[config.mk]
export PLATFORM = sky130hd
export DESIGN_NAME = c2f_rc_tracker_flat
export DESIGN_NICKNAME = d
export VERILOG_FILES = /design/src/rtl/lotr_pkg.sv /design/src/rtl/c2f_rc_tracker_if.sv /design/src/rtl/c2f_thread_slot.sv /design/src/rtl/c2f_rc_tracker.sv /design/src/flat_wrapper.sv
export SDC_FILE = /design/constraint.sdc
export NUM_CORES = 1
export LEC_CHECK = 0
export CAP_MARGIN = 20
export CORE_AREA = 2 2 161 163
export CTS_BUF_LIST = sky130_fd_sc_hd__clkbuf_4
export DETAILED_ROUTE_END_ITERATION = 12
export DIE_AREA = 0 0 163 165
export PLACE_DENSITY = 0.75
export SETUP_SLACK_MARGIN = 0.5
export SLEW_MARGIN = 40
export SYNTH_ARGS = -nofsm -noshare
export SYNTH_HDL_FRONTEND = slang
export SYNTH_HIERARCHICAL = 1
export SYNTH_SLANG_ARGS = --single-unit
[constraint.sdc]
create_clock -name QClk -period 3.6 [get_ports QClk]
set_input_delay 0.72 -clock QClk [delete_from_list [all_inputs] [get_ports QClk]]
set_output_delay 0.72 -clock QClk [all_outputs]
set_load 0.1 [all_outputs]
[src/rtl/lotr_pkg.sv]
// Shared types and constants for the LOTR core-to-fabric (C2F) remote-access logic.
package lotr_pkg;

  typedef enum logic {
    OP_RD = 1'b0,
    OP_WR = 1'b1
  } t_opcode;

  typedef enum logic [1:0] {
    IDLE     = 2'd0,
    WAIT_RSP = 2'd1,
    RSP_RDY  = 2'd2
  } t_rc_state;

  localparam int          C2F_TIMEOUT_DEFAULT = 1024;
  localparam logic [31:0] C2F_ERR_DATA        = 32'hDEAD_BEEF;

endpackage

[src/rtl/c2f_rc_tracker_if.sv]
// Core Q103H/Q104H and ring C2F request/response signals seen by the remote-access tracker.
interface c2f_rc_tracker_if #(
  parameter int NUM_THREADS = 4,
  parameter int TID_W       = $clog2(NUM_THREADS)
);
  import lotr_pkg::*;

  // Core memory stage
  logic [NUM_THREADS-1:0] ThreadQ103H;
  logic                   RdEnQ103H;
  logic                   WrEnQ103H;
  logic [31:0]            AddressQ103H;
  logic [31:0]            WrDataQ103H;
  logic                   MatchLocalCoreQ103H;
  logic                   C2F_ReqAcceptQ103H;
  logic [NUM_THREADS-1:0] ThreadRcAccess;
  logic                   C2F_RspMatchQ104H;
  logic [31:0]            C2F_RspDataQ104H;
  logic                   RspErrQ104H;

  // Ring request/response
  logic                   C2F_ReqStall;
  logic                   C2F_ReqValidQ500H;
  t_opcode                C2F_ReqOpcodeQ500H;
  logic [TID_W-1:0]       C2F_ReqThreadIDQ500H;
  logic [31:0]            C2F_ReqAddressQ500H;
  logic [31:0]            C2F_ReqDataQ500H;
  logic                   C2F_RspValidQ502H;
  logic [TID_W-1:0]       C2F_RspThreadIDQ502H;
  logic [31:0]            C2F_RspDataQ502H;

  // Status
  logic                   UnexpRspErr;
  logic                   ProtErr;

  // Core/ring environment side
  modport master (
    output ThreadQ103H, RdEnQ103H, WrEnQ103H, AddressQ103H, WrDataQ103H,
    output MatchLocalCoreQ103H, C2F_ReqStall,
    output C2F_RspValidQ502H, C2F_RspThreadIDQ502H, C2F_RspDataQ502H,
    input  C2F_ReqValidQ500H, C2F_ReqOpcodeQ500H, C2F_ReqThreadIDQ500H,
    input  C2F_ReqAddressQ500H, C2F_ReqDataQ500H, C2F_ReqAcceptQ103H,
    input  ThreadRcAccess, C2F_RspMatchQ104H, C2F_RspDataQ104H, RspErrQ104H,
    input  UnexpRspErr, ProtErr
  );

  // Tracker side
  modport slave (
    input  ThreadQ103H, RdEnQ103H, WrEnQ103H, AddressQ103H, WrDataQ103H,
    input  MatchLocalCoreQ103H, C2F_ReqStall,
    input  C2F_RspValidQ502H, C2F_RspThreadIDQ502H, C2F_RspDataQ502H,
    output C2F_ReqValidQ500H, C2F_ReqOpcodeQ500H, C2F_ReqThreadIDQ500H,
    output C2F_ReqAddressQ500H, C2F_ReqDataQ500H, C2F_ReqAcceptQ103H,
    output ThreadRcAccess, C2F_RspMatchQ104H, C2F_RspDataQ104H, RspErrQ104H,
    output UnexpRspErr, ProtErr
  );

endinterface

[src/rtl/c2f_thread_slot.sv]
// One hardware thread's remote-read tracker: IDLE/WAIT_RSP/RSP_RDY FSM, timeout counter,
// and the captured read data and error flag handed back at the thread's next slot.
module c2f_thread_slot
  import lotr_pkg::*;
#(
  parameter int          TIMEOUT_CYC = C2F_TIMEOUT_DEFAULT,
  parameter int          TO_CNT_W    = 11,
  parameter logic [31:0] ERR_DATA    = C2F_ERR_DATA
) (
  input  logic        clk,
  input  logic        rst_n,
  input  logic        start,
  input  logic        rsp_hit,
  input  logic [31:0] rsp_data,
  input  logic        consume,
  output t_rc_state   state,
  output logic [31:0] data,
  output logic        err
);

  localparam bit                  TIMEOUT_EN = (TIMEOUT_CYC != 0);
  localparam logic [TO_CNT_W-1:0] TO_LAST    = TO_CNT_W'(TIMEOUT_CYC - 1);

  logic [TO_CNT_W-1:0] cnt;

  // NOTE: sequential state uses non-blocking assignments so every slot and the top
  // level see pre-edge values, independent of block evaluation order.
  always_ff @(posedge clk) begin
    if (!rst_n) begin
      state <= IDLE;
      cnt   <= '0;
      data  <= '0;
      err   <= 1'b0;
    end else begin
      unique case (state)
        IDLE: begin
          if (start) begin
            state <= WAIT_RSP;
            cnt   <= '0;
          end
        end
        WAIT_RSP: begin
          // A response landing on the timeout cycle wins over the timeout.
          if (rsp_hit) begin
            state <= RSP_RDY;
            data  <= rsp_data;
            err   <= 1'b0;
          end else if (TIMEOUT_EN && cnt == TO_LAST) begin
            state <= RSP_RDY;
            data  <= ERR_DATA;
            err   <= 1'b1;
          end else begin
            cnt <= cnt + TO_CNT_W'(1);
          end
        end
        RSP_RDY: begin
          if (consume) state <= IDLE;
        end
        default: state <= IDLE;
      endcase
    end
  end

endmodule

[src/rtl/c2f_rc_tracker.sv]
// Per-thread remote-access tracker between the core Q103H memory stage and the ring C2F ports:
// request qualification/encode, response decode, Q104H return path and sticky protocol errors.
module c2f_rc_tracker
  import lotr_pkg::*;
#(
  parameter int          NUM_THREADS = 4,
  parameter int          TID_W       = $clog2(NUM_THREADS),
  parameter int          TIMEOUT_CYC = C2F_TIMEOUT_DEFAULT,
  parameter int          TO_CNT_W    = 11,
  parameter logic [31:0] ERR_DATA    = C2F_ERR_DATA
) (
  input logic             QClk,
  input logic             RstQnnnL,
  c2f_rc_tracker_if.slave bus
);

  t_rc_state              slot_state [NUM_THREADS];
  logic [31:0]            slot_data  [NUM_THREADS];
  logic [NUM_THREADS-1:0] slot_err;

  logic [NUM_THREADS-1:0] idle_vec;
  logic [NUM_THREADS-1:0] wait_vec;
  logic [NUM_THREADS-1:0] rdy_vec;
  logic [NUM_THREADS-1:0] start_vec;
  logic [NUM_THREADS-1:0] hit_vec;
  logic [NUM_THREADS-1:0] consume_vec;

  logic             access;
  logic             thread_onehot;
  logic             sel_idle;
  logic             remote;
  logic             accept;
  logic             prot_viol;
  logic             unexp;
  logic [TID_W-1:0] tid_enc;
  logic [31:0]      sel_data;
  logic             sel_err;

  // ---------------- Request path (Q103H, combinational) ----------------
  assign access        = bus.RdEnQ103H | bus.WrEnQ103H;
  assign thread_onehot = $onehot(bus.ThreadQ103H);
  assign sel_idle      = ~|(bus.ThreadQ103H & ~idle_vec);
  assign remote        = access & ~bus.MatchLocalCoreQ103H & thread_onehot & sel_idle;
  assign accept        = remote & ~bus.C2F_ReqStall;

  // Writes are posted; only an accepted read opens a transaction.
  assign start_vec = (accept & ~bus.WrEnQ103H) ? bus.ThreadQ103H : '0;

  // A frozen thread issuing a ring access, or a malformed thread vector, is a core bug.
  assign prot_viol = access &
                     (~thread_onehot | (~bus.MatchLocalCoreQ103H & ~sel_idle));

  // NOTE: every variable written in always_comb gets a default first, so no path
  // leaves it unassigned and no latch is inferred.
  always_comb begin
    tid_enc = '0;
    for (int t = 0; t < NUM_THREADS; t++) begin
      if (bus.ThreadQ103H[t]) tid_enc = TID_W'(t);
    end
  end

  assign bus.C2F_ReqValidQ500H    = remote;
  assign bus.C2F_ReqAcceptQ103H   = accept;
  assign bus.C2F_ReqOpcodeQ500H   = bus.WrEnQ103H ? OP_WR : OP_RD;
  assign bus.C2F_ReqThreadIDQ500H = tid_enc;
  assign bus.C2F_ReqAddressQ500H  = remote ? bus.AddressQ103H : '0;
  assign bus.C2F_ReqDataQ500H     = bus.WrDataQ103H;

  // ---------------- Response decode (Q502H) ----------------
  // TIDs at or above NUM_THREADS match no slot and so fall out as unexpected.
  always_comb begin
    hit_vec = '0;
    for (int t = 0; t < NUM_THREADS; t++) begin
      hit_vec[t] = bus.C2F_RspValidQ502H && (bus.C2F_RspThreadIDQ502H == TID_W'(t));
    end
  end

  assign unexp = bus.C2F_RspValidQ502H & ~|(hit_vec & wait_vec);

  // ---------------- Per-thread slots ----------------
  for (genvar t = 0; t < NUM_THREADS; t++) begin : g_slot
    c2f_thread_slot #(
      .TIMEOUT_CYC (TIMEOUT_CYC),
      .TO_CNT_W    (TO_CNT_W),
      .ERR_DATA    (ERR_DATA)
    ) u_slot (
      .clk      (QClk),
      .rst_n    (RstQnnnL),
      .start    (start_vec[t]),
      .rsp_hit  (hit_vec[t]),
      .rsp_data (bus.C2F_RspDataQ502H),
      .consume  (consume_vec[t]),
      .state    (slot_state[t]),
      .data     (slot_data[t]),
      .err      (slot_err[t])
    );

    assign idle_vec[t] = (slot_state[t] == IDLE);
    assign wait_vec[t] = (slot_state[t] == WAIT_RSP);
    assign rdy_vec[t]  = (slot_state[t] == RSP_RDY);
  end

  assign bus.ThreadRcAccess = ~idle_vec;

  // A ready thread hands its result back on its own Q103H slot.
  assign consume_vec = rdy_vec & bus.ThreadQ103H;

  always_comb begin
    sel_data = '0;
    sel_err  = 1'b0;
    for (int t = 0; t < NUM_THREADS; t++) begin
      if (consume_vec[t]) begin
        sel_data = slot_data[t];
        sel_err  = slot_err[t];
      end
    end
  end

  // ---------------- Q104H return path and sticky errors ----------------
  always_ff @(posedge QClk) begin
    if (!RstQnnnL) begin
      bus.C2F_RspMatchQ104H <= 1'b0;
      bus.C2F_RspDataQ104H  <= '0;
      bus.RspErrQ104H       <= 1'b0;
      bus.UnexpRspErr       <= 1'b0;
      bus.ProtErr           <= 1'b0;
    end else begin
      bus.C2F_RspMatchQ104H <= |consume_vec;
      bus.C2F_RspDataQ104H  <= sel_data;
      bus.RspErrQ104H       <= sel_err;
      if (unexp)     bus.UnexpRspErr <= 1'b1;
      if (prot_viol) bus.ProtErr     <= 1'b1;
    end
  end

endmodule

[src/flat_wrapper.sv]
// flat-port wrapper written by rule: the top's interface ports become plain ports
module c2f_rc_tracker_flat import lotr_pkg::*;
#(
  parameter int          NUM_THREADS = 4,
  parameter int          TID_W       = $clog2(NUM_THREADS),
  parameter int          TIMEOUT_CYC = C2F_TIMEOUT_DEFAULT,
  parameter int          TO_CNT_W    = 11,
  parameter logic [31:0] ERR_DATA    = C2F_ERR_DATA
)
  (QClk, RstQnnnL, bus_ThreadQ103H, bus_RdEnQ103H, bus_WrEnQ103H, bus_AddressQ103H, bus_WrDataQ103H, bus_MatchLocalCoreQ103H, bus_C2F_ReqStall, bus_C2F_RspValidQ502H, bus_C2F_RspThreadIDQ502H, bus_C2F_RspDataQ502H, bus_C2F_ReqValidQ500H, bus_C2F_ReqOpcodeQ500H, bus_C2F_ReqThreadIDQ500H, bus_C2F_ReqAddressQ500H, bus_C2F_ReqDataQ500H, bus_C2F_ReqAcceptQ103H, bus_ThreadRcAccess, bus_C2F_RspMatchQ104H, bus_C2F_RspDataQ104H, bus_RspErrQ104H, bus_UnexpRspErr, bus_ProtErr);
  c2f_rc_tracker_if #(.NUM_THREADS(NUM_THREADS), .TID_W(TID_W)) bus_i ();
  input logic QClk;
  input logic RstQnnnL;
  input wire logic [$bits(bus_i.ThreadQ103H)-1:0] bus_ThreadQ103H;
  input wire logic [$bits(bus_i.RdEnQ103H)-1:0] bus_RdEnQ103H;
  input wire logic [$bits(bus_i.WrEnQ103H)-1:0] bus_WrEnQ103H;
  input wire logic [$bits(bus_i.AddressQ103H)-1:0] bus_AddressQ103H;
  input wire logic [$bits(bus_i.WrDataQ103H)-1:0] bus_WrDataQ103H;
  input wire logic [$bits(bus_i.MatchLocalCoreQ103H)-1:0] bus_MatchLocalCoreQ103H;
  input wire logic [$bits(bus_i.C2F_ReqStall)-1:0] bus_C2F_ReqStall;
  input wire logic [$bits(bus_i.C2F_RspValidQ502H)-1:0] bus_C2F_RspValidQ502H;
  input wire logic [$bits(bus_i.C2F_RspThreadIDQ502H)-1:0] bus_C2F_RspThreadIDQ502H;
  input wire logic [$bits(bus_i.C2F_RspDataQ502H)-1:0] bus_C2F_RspDataQ502H;
  output wire logic [$bits(bus_i.C2F_ReqValidQ500H)-1:0] bus_C2F_ReqValidQ500H;
  output wire logic [$bits(bus_i.C2F_ReqOpcodeQ500H)-1:0] bus_C2F_ReqOpcodeQ500H;
  output wire logic [$bits(bus_i.C2F_ReqThreadIDQ500H)-1:0] bus_C2F_ReqThreadIDQ500H;
  output wire logic [$bits(bus_i.C2F_ReqAddressQ500H)-1:0] bus_C2F_ReqAddressQ500H;
  output wire logic [$bits(bus_i.C2F_ReqDataQ500H)-1:0] bus_C2F_ReqDataQ500H;
  output wire logic [$bits(bus_i.C2F_ReqAcceptQ103H)-1:0] bus_C2F_ReqAcceptQ103H;
  output wire logic [$bits(bus_i.ThreadRcAccess)-1:0] bus_ThreadRcAccess;
  output wire logic [$bits(bus_i.C2F_RspMatchQ104H)-1:0] bus_C2F_RspMatchQ104H;
  output wire logic [$bits(bus_i.C2F_RspDataQ104H)-1:0] bus_C2F_RspDataQ104H;
  output wire logic [$bits(bus_i.RspErrQ104H)-1:0] bus_RspErrQ104H;
  output wire logic [$bits(bus_i.UnexpRspErr)-1:0] bus_UnexpRspErr;
  output wire logic [$bits(bus_i.ProtErr)-1:0] bus_ProtErr;
  assign bus_i.ThreadQ103H = bus_ThreadQ103H;
  assign bus_i.RdEnQ103H = bus_RdEnQ103H;
  assign bus_i.WrEnQ103H = bus_WrEnQ103H;
  assign bus_i.AddressQ103H = bus_AddressQ103H;
  assign bus_i.WrDataQ103H = bus_WrDataQ103H;
  assign bus_i.MatchLocalCoreQ103H = bus_MatchLocalCoreQ103H;
  assign bus_i.C2F_ReqStall = bus_C2F_ReqStall;
  assign bus_i.C2F_RspValidQ502H = bus_C2F_RspValidQ502H;
  assign bus_i.C2F_RspThreadIDQ502H = bus_C2F_RspThreadIDQ502H;
  assign bus_i.C2F_RspDataQ502H = bus_C2F_RspDataQ502H;
  assign bus_C2F_ReqValidQ500H = bus_i.C2F_ReqValidQ500H;
  assign bus_C2F_ReqOpcodeQ500H = bus_i.C2F_ReqOpcodeQ500H;
  assign bus_C2F_ReqThreadIDQ500H = bus_i.C2F_ReqThreadIDQ500H;
  assign bus_C2F_ReqAddressQ500H = bus_i.C2F_ReqAddressQ500H;
  assign bus_C2F_ReqDataQ500H = bus_i.C2F_ReqDataQ500H;
  assign bus_C2F_ReqAcceptQ103H = bus_i.C2F_ReqAcceptQ103H;
  assign bus_ThreadRcAccess = bus_i.ThreadRcAccess;
  assign bus_C2F_RspMatchQ104H = bus_i.C2F_RspMatchQ104H;
  assign bus_C2F_RspDataQ104H = bus_i.C2F_RspDataQ104H;
  assign bus_RspErrQ104H = bus_i.RspErrQ104H;
  assign bus_UnexpRspErr = bus_i.UnexpRspErr;
  assign bus_ProtErr = bus_i.ProtErr;
  c2f_rc_tracker #(.NUM_THREADS(NUM_THREADS), .TID_W(TID_W), .TIMEOUT_CYC(TIMEOUT_CYC), .TO_CNT_W(TO_CNT_W), .ERR_DATA(ERR_DATA)) u_core (.QClk(QClk), .RstQnnnL(RstQnnnL), .bus(bus_i));
endmodule
# Word-level counts from Yosys, hierarchy flattened
# Cells that the tools add are included.
# W data, S select, Z words.
# classes
n_addsub	7
multipliers	0
n_div	0
n_lt_le_gt_ge	0
eq_ne	36
n_shift	0
muxes	66
bitwise_logic	18
n_reduce_logical	34
# op_table
operator	count
$mux W32	13
$mux W11	12
$pmux W11 S2	4
$add A11 B1 Y11 const B	4
$eq A11 B10 Y1 const B	4
$mux W2	18
$ne A2 B2 Y1 const B	16
$pmux W2 S3	4
$reduce_and A4 Y1	4
$reduce_bool A2 Y1	8
$mux W1	14
$and A4 B4 Y4	3
$eq A2 B2 Y1 const B	6
$ne A3 B3 Y1 const B	4
$reduce_and A3 Y1	4
$reduce_or A4 Y1	3
$eq A2 B1 Y1 const B	5
$logic_not A2 Y1	5
$and A1 B1 Y1	8
$reduce_and A2 Y1	4
$add A1 B1 Y2	2
$logic_and A1 B1 Y1	4
$mux W4	1
$not A1 Y1	4
5 further kinds	7
# word_totals
reg_bits	220
latch_bits	0
ramBits	0
romBits	0
input_bits	109
out_inout_bits	109
elab_cells	182
n_memories	0

# Logic depth before layout (Yosys ltp)
# depth
word_depth	11
ltp_mapped	15
mapped_depth_nobuf	13

# Cells and area by module
# Netlist, hierarchy kept.
# modules_own_cells
module	instances	cells_per_inst	area_each_um2	seq_area_each_um2
c2f_thread_slot (u_core.g_slot[1].u_slot ...)	3	183	1958.1	920.9
c2f_rc_tracker	1	358	2710.1	720.7
c2f_thread_slot (u_core.g_slot[0].u_slot)	1	181	1866.8	920.9

# Worst setup path before layout
# No wires, ideal clock.
# synth_timing
path_kind	input -> output
start	in bus_ThreadQ103H[0]
end	out bus_C2F_ReqAddressQ500H[22]
t_arrival_ps	4012
required_time_ps	2880
slack_ps	-1132
cell_stages	10
n_path_buf	1
cell_sequence	inv_1 > fa_1 > inv_1 > ha_1 > ha_1 > nor2_1 > nand2_1 > nor4_2 > clkbuf_1 > and2_1
# synth_via
elab_chain_cells	6
word_cells_on_any_way	9
classes_between	add/sub (2); eq/ne (1); mux (1); bitwise (3); reduce/logical (2)
# synth_rtl
element	line	text
from (decl)	flat_wrapper.sv:14	input wire logic [$bits(bus_i.ThreadQ103H)-1:0] bus_ThreadQ103H;
$add A1 B1 Y2 (implied by the code)	c2f_rc_tracker.sv:41	assign thread_onehot = $onehot(bus.ThreadQ103H);
$add A3 B3 Y3 (implied by the code)	c2f_rc_tracker.sv:41	
$eq A3 B1 Y1	c2f_rc_tracker.sv:41	
$and A1 B1 Y1	c2f_rc_tracker.sv:43	assign remote = access & ~bus.MatchLocalCoreQ103H & thread_onehot & sel_idle;
$and A1 B1 Y1 (*)	c2f_rc_tracker.sv:43	
net bus_C2F_ReqValidQ500H	flat_wrapper.sv:24	output wire logic [$bits(bus_i.C2F_ReqValidQ500H)-1:0] bus_C2F_ReqValidQ500H;
$mux W32 (*)	c2f_rc_tracker.sv:66	assign bus.C2F_ReqAddressQ500H = remote ? bus.AddressQ103H : '0;
to (decl)	flat_wrapper.sv:27	output wire logic [$bits(bus_i.C2F_ReqAddressQ500H)-1:0] bus_C2F_ReqAddressQ500H;
# Mark *: on every way through the listed nets, which the timed path passes. The rest lies on a longest branch.

# Worst setup path in the final report
# layout_timing
start	in bus_ThreadQ103H[1]
end	out bus_C2F_ReqAddressQ500H[14]
# layout_via
elab_chain_cells	6
word_cells_on_any_way	9
classes_between	add/sub (2); eq/ne (1); mux (1); bitwise (3); reduce/logical (2)
# layout_rtl
element	line
$add A1 B1 Y2 (implied by the code)	c2f_rc_tracker.sv:41
$add A3 B3 Y3 (implied by the code)	c2f_rc_tracker.sv:41
$eq A3 B1 Y1	c2f_rc_tracker.sv:41
$and A1 B1 Y1	c2f_rc_tracker.sv:43
$and A1 B1 Y1 (*)	c2f_rc_tracker.sv:43
$mux W32 (*)	c2f_rc_tracker.sv:66
# Every way passes the cells marked *; elsewhere a longest branch is shown, timed or not.

==> impl_metrics.json <==
{
  "die_w_microns": 163,
  "cp.required_ps": 2880,
  "grt_setup_unrepaired": "true",
  "yosysUniqueCellTypes": 63,
  "finalMaxSlewViolations": 0,
  "instances_no_fill": 1617,
  "pre_cts_ws_ps": -799,
  "rows": 58,
  "synth-seq-cells": 220,
  "gp_congestion": 0.860,
  "finClkSkew_ps": 54.8,
  "syn_nets": 1204,
  "fmax_mhz": 272,
  "ys_seq_area_frac": 0.421,
  "grt_overflow": 0,
  "numCtsBuffers": 56,
  "grt_pass1_vias": 9262,
  "ctsHoldBuffers": 0,
  "post_dp_cell_area_sq_mm": 0.0124,
  "clock_path_buffers": 3,
  "min-delay-path-class": "reg2reg",
  "fin_crit_ps": 3680,
  "path_cells": "buf_8, inv_4, fa_1, inv_2, ha_4, ha_4, nor2_4, nand2_2, nor4_4, buf_6, buf_12, buf_12, buf_16, and2_4, buf_12",
  "reg2reg_depth": 15,
  "whs_ps": 454,
  "clk_latency_ps": 690,
  "setup_slack_ps": -76.5,
  "post-route-drc-count": 0,
  "ff_latch_area_sq_mm": 0.00440,
  "slew_headroom": 0.345,
  "drive_above_1_share": 0.319,
  "crit_arrival_ps": 2960,
  "min_path_cells": 1,
  "netlist_area_sq_mm": 0.0105,
  "ant_nets": 0,
  "cts.clk_slew.worst_paths_ps": 60,
  "crit_top_cell": "buf_12",
  "cpLargestDelayFamily": "adder cells",
  "grt_pass1_wl_mm": 49.1,
  "fin_setup_tns_ps": -1730,
  "cts_tree": "built",
  "vias_per_cell": 5.91,
  "clock_sinks": 220,
  "ys.warnings.count": 6,
  "initial_core_util": 0.417,
  "syn2layout_area_growth_pct": 32.3,
  "die_h_microns": 165,
  "clock-root-buffer": "clkbuf_4",
  "avgSynthCellArea_sq_um": 9.61,
  "wire_per_inst_microns": 19.5,
  "grt_max_degree": 78,
  "io_pins": 218,
  "final_cell_area_sq_mm": 0.0138,
  "grtUsageTotal": 0.224,
  "dr.pass1.iters": 5,
  "synth_edf_count": 0,
  "htree_levels": 2,
  "path_max_fanout": 8,
  "endpoint_kind": "primary output",
  "ir_drop_uv": 211,
  "dp_hpwl_mm": 18.9,
  "power_leakage_nw": 5.09,
  "multi_input_area_sq_mm": 0.00577,
  "violations": "setup timing",
  "max_stage_delay_ps": 550,
  "core_sq_mm": 0.0250,
  "num_vias": 9552,
  "path_class": "in2out",
  "drt_wl_total_mm": 31.5,
  "async_flop_share": 0,
  "portBuffers": 153,
  "start_kind": "input pin",
  "pwr_density_cell_mw_per_mm2": 378,
  "drt_iter0_markers": 754,
  "antenna_found_initial": 1,
  "nets": 1361,
  "synth_cells": 1088,
  "synth_ff_type": "dfxtp_1",
  "dp.cells": 1491,
  "maxCapViolations": 0,
  "critPathBufInv": 8,
  "period_share": 1.02,
  "tightestPinTransition_ps": 975,
  "status": "finished with violations",
  "crit_slowest_cell": "fa_1",
  "crit_cells": 15,
  "die-area_sq_mm": 0.0269,
  "hold_violations": 0,
  "fill_cells": 2130,
  "setup_violations": 34
}
==> layout by cell type, fill, tap and decap left out, types with 14 or more instances in the layout <==
master and instances:
and3_1 42, a211oi_1 33, nand3_1 46, o211ai_1 33
o221a_2 51, nand2b_1 14, clkbuf_4 85, buf_12 43
buf_6 19, nand2_1 61, clkdlybuf4s50_1 72, a21boi_0 25
clkinv_1 15, buf_2 36, dfxtp_1 220, o221a_1 54
buf_4 41, o21ai_1 15, and2_4 33, o21ai_0 70
a21oi_1 31
==> layer usage <==
| metal | GRT usage | vias up | wire (microns) |
|---|---|---|---|
| li1 | - | 4503 | - |
| met1 | 0.281 | 4636 | 13200 |
| met2 | 0.393 | 356 | 15800 |
| met3 | 0.0369 | 57 | 1860 |
| met4 | 0.0712 | 0 | 662 |
| met5 | 0 | - | 0 |
==> synthesized netlist by cell type, types with 5 or more instances <==
cell      count  share of area
a211oi_1     33          0.024
a21boi_0     25          0.018
a21boi_1      9         0.0065
a21oi_1      33          0.016
a31oi_1       7         0.0042
a41oi_4       5          0.013
and2_1       41          0.025
and3_1       42          0.025
buf_2        17         0.0081
buf_4        35          0.025
buf_6         9         0.0097
clkbuf_1     55          0.020
dfxtp_1     220           0.42
ha_1          6         0.0072
inv_1        12         0.0043
nand2_1      62          0.022
nand2b_1     15         0.0090
nand3_1      46          0.022
nand3_2       6         0.0057
nand4_1       7         0.0042
nor2_1        8         0.0029
nor2b_1       9         0.0054
nor3_1       19         0.0091
nor3b_1      10         0.0072
nor4_1        7         0.0042
o211a_1       6         0.0057
o211ai_1     33          0.024
o21a_1        5         0.0036
o21ai_0      83          0.040
o21ai_1      14         0.0067
o221a_1      54          0.058
o221a_2      56          0.060
o31ai_1       7         0.0050
or2_2         8         0.0048
or3_1         9         0.0054
or3b_1        6         0.0050
==> final cells by class <==
cell class,instances,share of cell area
Sequential cell,220,0.319
Tap cell,330,0.0299
Inverter,16,0.00507
Multi-Input combinational cell,732,0.417
Clock buffer,85,0.0462
Antenna cell,1,0.000181
Timing Repair Buffer,219,0.178
Clock inverter,14,0.00452
==> worst paths after layout <==
check,start,to,slack [ps]
setup / recovery,bus_ThreadQ103H[1],bus_C2F_ReqAddressQ500H[14],-80
hold / removal,u_core/g_slot[0].u_slot/cnt[10],u_core/g_slot[0].u_slot/cnt[10],450
setup reg to reg,u_core/g_slot[3].u_slot/state[0],u_core/g_slot[0].u_slot/cnt[4],480
hold reg to reg,u_core/g_slot[0].u_slot/cnt[10],u_core/g_slot[0].u_slot/cnt[10],450
==> cell families after synthesis <==
logic type | Yosys count | share of synthesized area
buffers and inverters | 136 | 0.0722
adders and majority gates | 7 | 0.00910
AOI/OAI and AO/OA | 388 | 0.300
DFF | 220 | 0.421
and+or+nand+nor | 337 | 0.197
==> metrics by stage <==
step / util / power, mW
after floorplan: - / 3.00
after global placement: 0.502 / 3.08
after detailed placement: 0.495 / 3.08
after CTS: 0.541 / 5.24
after global routing: 0.552 / 5.44
final: 0.552 / 5.23
==> where the power goes <==
group | switching, mW | internal, mW
clock network | 1.01 | 1.08
logic | 0.389 | 0.303
registers | 0.00544 | 2.44
total | 1.41 | 3.82
==> registers in the layout, indices dropped and copies added, names as in the netlist <==
| name | cells |
|---|---|
| u_core/bus.RspErrQ104H | 1 |
| u_core/g_slot.u_slot/state | 8 |
| u_core/bus.UnexpRspErr | 1 |
| u_core/g_slot.u_slot/err | 4 |
| u_core/g_slot.u_slot/cnt | 44 |
| u_core/bus.ProtErr | 1 |
| u_core/bus.C2F_RspDataQ104H | 32 |
| u_core/g_slot.u_slot/data | 128 |
| u_core/bus.C2F_RspMatchQ104H | 1 |
==> timing repair <==
item                                    CTS  global route
buffers inserted                         12             8
endpoints found under the setup margin   80            82
pin swaps                                47            27
gates cloned                              5             1
gates resized for setup                  62            35
Power figures use the tool's default switching activity.
==> edit 1, RTL diff (same settings) <==
One comparison of `cnt` changes from == to >=.
--- a/src/rtl/c2f_thread_slot.sv
+++ b/src/rtl/c2f_thread_slot.sv
@@ -47,3 +47,3 @@
             err   <= 1'b0;
-          end else if (TIMEOUT_EN && cnt == TO_LAST) begin
+          end else if (TIMEOUT_EN && cnt >= TO_LAST) begin
             state <= RSP_RDY;
Check against the original RTL: same outputs for any inputs over 4 cycles, from zero or initial values and one cycle with RstQnnnL low; that may be too few to reach the edited logic, so the function may still have changed.
==> edit 1 against the unedited design <==
- count of clock-buffer cells in the layout down 5
- setup slack better by 0.090 ns
- via count down 2.0%
- combinational power down 6.3%
- global-route usage down 1.6 points
- sequential power about the same
- design area down 4.7%
- total power down 2.2%
- sequential cell count unchanged
- synthesized area down 3.3%
- wire length down 8.7%
==> edit 1: results (changes against the unedited design) <==
status=finished clean; hold path start=RstQnnnL; met3 wire len=2.24 mm (+20%); DR WL/cell=17.9 um (-8.3%); met2 WL post-DR=14.0 mm (-11%); R2R depth=13 (-2); actual slew at the worst max-slew pin=0.981 ns (+0.00607 ns); CP max FO=4 (-4); Buffers excl. clock=211 (-3.7%); NonClk Buf Share=0.173 (-0.00564); Net Sw Power=1.38 mW (-2.1%); Logic inverters=19 (+3); WHS Endpoint=u_core/g_slot[1].u_slot/state[1]; CP max stage delay=0.47 ns (-0.08 ns); Setup crit start=bus_ThreadQ103H[3]; share of cells above drive strength 1=0.328 (+0.00956); syn_nets=1,210 (+0.50%); synth top area cells=dfxtp_1 44%, o221a_2 10%, nand2_1 4.0%, nand3_1 3.3%, o21ai_0 3.0%; Clock-cell share=0.0514 (+0.000764); initial antenna violation count=2 (+1); Global Route Usage Sum=0.208 (-0.0164); Layout Skew=0.0390 ns (-0.0158 ns); met2 Use GR=0.347 (-0.0460); # fillers=2,285 (+7.3%); Layout Nets=1,356 (-0.37%); Hold WC Path Type=in -> reg; Avg Vias per Cell=5.81 (-1.7%); routing usage on met3=0.0467 (+0.00979); ant diodes=2 (+1); RR Startpoint=u_core/g_slot[0].u_slot/state[0]; top cells by count, synth=220 x dfxtp_1, 107 x nand2_1, 92 x o221a_2; count of multi-input gates=731 (-0.14%); gp weighted congestion=0.852 (-0.95%); Multi-input gate area=5320 sq um (-7.8%)
-- edit 1: metrics by stage --
step                std cells  setup slack, ns  hold slack, ns  area (sq um)
floorplan                1094           0.0274           0.439         10300
global placement         1496           -0.817           0.448         12200
detailed placement       1496           -0.859           0.454         12100
finish                   1611           0.0139           0.437         13200
global route             1611          -0.0982           0.410         13200
CTS                      1606          -0.0640           0.383         12900
-- edit 1: kinds of logic (layout without fill, tap and decap cells) --
group                    Yosys count  after routing  share of synthesized area
other                              0              2                          0
AO/OA/AOI/OAI                    365            365                      0.284
flip-flops                       220            220                      0.436
AND/OR/NAND/NOR                  359            359                      0.195
adder cells (fa/ha/maj)            7              7                    0.00941
buffers and inverters            143            328                     0.0760
-- edit 1: power by group through the flow --
stage               clock network (mW)  logic [mW]  registers (mW)
finish                            2.02       0.649            2.45
global route                      2.20       0.682            2.45
CTS                               2.07       0.624            2.45
detailed placement                   0       0.581            2.50
global placement                     0       0.580            2.50
floorplan                            0       0.481            2.52
-- edit 1: critical path, delay by kind of cell --
kind          cells  cell delay (ns)
fa+ha+maj         3             0.86
buf+inv           7             0.80
simple gates      4             0.46
-- edit 1: repair_timing --
item | CTS | global route
endpoints found under the setup margin | 82 | 82
resized for setup | 27 | 49
buffers inserted | 9 | 2
pin swaps | 10 | 19
cloned | 3 | 1
-- edit 1: how the worst max path moves through the flow --
stage,end,slack (ns)
after global routing,bus_C2F_ReqAddressQ500H[18],-0.1
final,bus_C2F_ReqAddressQ500H[18],0.01
after floorplan,bus_C2F_ReqAcceptQ103H,0.03
after global placement,bus_C2F_ReqAcceptQ103H,-0.82
after detailed placement,bus_C2F_ReqAcceptQ103H,-0.86
after CTS,bus_C2F_ReqAcceptQ103H,-0.06
==> edit 2, RTL diff (config.mk and constraints unchanged) <==
Without the edit above. `TO_CNT_W` is set to 11 in 3 places; all go to 13.
--- a/src/rtl/c2f_thread_slot.sv
+++ b/src/rtl/c2f_thread_slot.sv
@@ -6,3 +6,3 @@
   parameter int          TIMEOUT_CYC = C2F_TIMEOUT_DEFAULT,
-  parameter int          TO_CNT_W    = 11,
+  parameter int          TO_CNT_W    = 13,
   parameter logic [31:0] ERR_DATA    = C2F_ERR_DATA
--- a/src/rtl/c2f_rc_tracker.sv
+++ b/src/rtl/c2f_rc_tracker.sv
@@ -8,3 +8,3 @@
   parameter int          TIMEOUT_CYC = C2F_TIMEOUT_DEFAULT,
-  parameter int          TO_CNT_W    = 11,
+  parameter int          TO_CNT_W    = 13,
   parameter logic [31:0] ERR_DATA    = C2F_ERR_DATA
--- a/src/flat_wrapper.sv
+++ b/src/flat_wrapper.sv
@@ -6,3 +6,3 @@
   parameter int          TIMEOUT_CYC = C2F_TIMEOUT_DEFAULT,
-  parameter int          TO_CNT_W    = 11,
+  parameter int          TO_CNT_W    = 13,
   parameter logic [31:0] ERR_DATA    = C2F_ERR_DATA
Behaviour: same outputs for any inputs over 4 cycles, from zero or initial values and one cycle with RstQnnnL low; that may be too few to reach the edited logic, so the function may still have changed.
==> edit 2 against the unedited design <==
- design area is 2.0% lower
- synthesized area is 4.1% higher
- combinational power is 13% lower
- wire length is 2.5% lower
- sequential cell count is 8 higher
- critical path type unchanged
- critical endpoint is now bus_C2F_ReqAddressQ500H[21]
- global-route usage hardly changed
- setup slack better by 0.16 ns
- total power is 1.5% higher
- largest power group unchanged
==> edit 2: results (changes against the unedited design) <==
CP max FO=7 (-1); Pleak=5.19 nW (+2.1%); Layout Nets=1,390 (+2.1%); vias in the first global route=9,502 (+2.6%); Global Route Usage Sum=0.224 (-0.000226); hpwl dp=19.7 mm (+4.3%); hold path start=u_core/g_slot[0].u_slot/data[14]; Cell Count, Final, Fillers Out=1,644 (+1.7%); first-pass GRT wire length=49.1 mm (about the same); Setup crit start=bus_ThreadQ103H[0]; CP arrival=2.80 ns (-0.16 ns); RR Startpoint=u_core/g_slot[0].u_slot/state[0]; R2R depth=10 (-5); post-synthesis compound-gate area fraction=0.279 (-0.0217); syn_area_per_cell=9.56 sq um (-0.44%); CP max stage delay=0.53 ns (-0.02 ns); Setup crit end=bus_C2F_ReqAddressQ500H[21]; syn_nets=1,254 (+4.2%); Avg Vias per Cell=6.01 (+1.8%); DR iter-0 viols=918 (+22%); synth top area cells=dfxtp_1 42%, o221a_2 12%, nand2_1 3.6%, and3_1 2.6%, a211oi_1 2.6%; Clk pwr share=0.408 (+0.008); WHS Endpoint=u_core/g_slot[0].u_slot/data[14]; Layout Skew=0.0528 ns (-0.00206 ns); peak supply drop=0.000296 V (+40%); DR pass1 iterations=6 (+1); largest net degree at the start of global routing=119 (+53%); sequential share of the synthesized area=0.419 (-0.00200); minimum hold slack=0.464 ns (+0.0105 ns); share of cells above drive strength 1=0.316 (-0.00275); DR WL/cell=18.7 um (-4.1%); Slew HR=0.526 (+0.181); status=finished clean; Final Cycle Share=0.978 (-0.0436); largest registers=u_core/g_slot.u_slot/data (128), u_core/g_slot.u_slot/cnt (52), u_core/bus.C2F_RspDataQ104H (32); Reg power frac=0.478 (+0.010); top cells by count, synth=228 x dfxtp_1, 112 x o221a_2, 103 x nand2_1; Pint=3.91 mW (+2.4%); Adder-Cell Fraction of Synth Area=0.00874 (-0.000361); R2R Setup Slk=0.97 ns (+0.49 ns); dpl ws=-0.616 ns (+0.183 ns); Area after DPL=12,700 sq um (+2.7%)
[edit 2: cell count changes in the layout (fill, tap and decap cells not counted), moves of 10 or more]
cell      before  now
a21boi_0      25    1
a221o_1        0   12
buf_6         19    6
nand2_1       61  103
nand2b_1      14    4
nor2_1         3   19
nor3_1        12   24
o21ai_0       70   38
o21ai_2       12    0
o221a_1       54    0
o221a_2       51  112
o22ai_1        0   32
[edit 2: repair_timing]
item / in CTS / in global routing
cloned: 3 / 1
resized for setup: 26 / 0
setup buffers: 3 / 0
pin swaps: 4 / 1
setup endpoints to repair: 84 / 34
[edit 2: routing by layer]
metal,up-vias,share of wire,GRT usage
li1,4659,-,-
met1,4775,0.42,0.282
met2,407,0.48,0.377
met3,46,0.082,0.0467
met4,0,0.020,0.0845
met5,-,0,0
[edit 2: layout make-up]
type                       count  area, sq um
timing repair buffer         204         2120
clock buffer                  84          631
fill                        2256        11500
antenna                        1         2.50
multi-input combinational    767         5660
tap                          330          413
inverter                      15         63.8
clock inverter                15         93.8
sequential                   228         4560
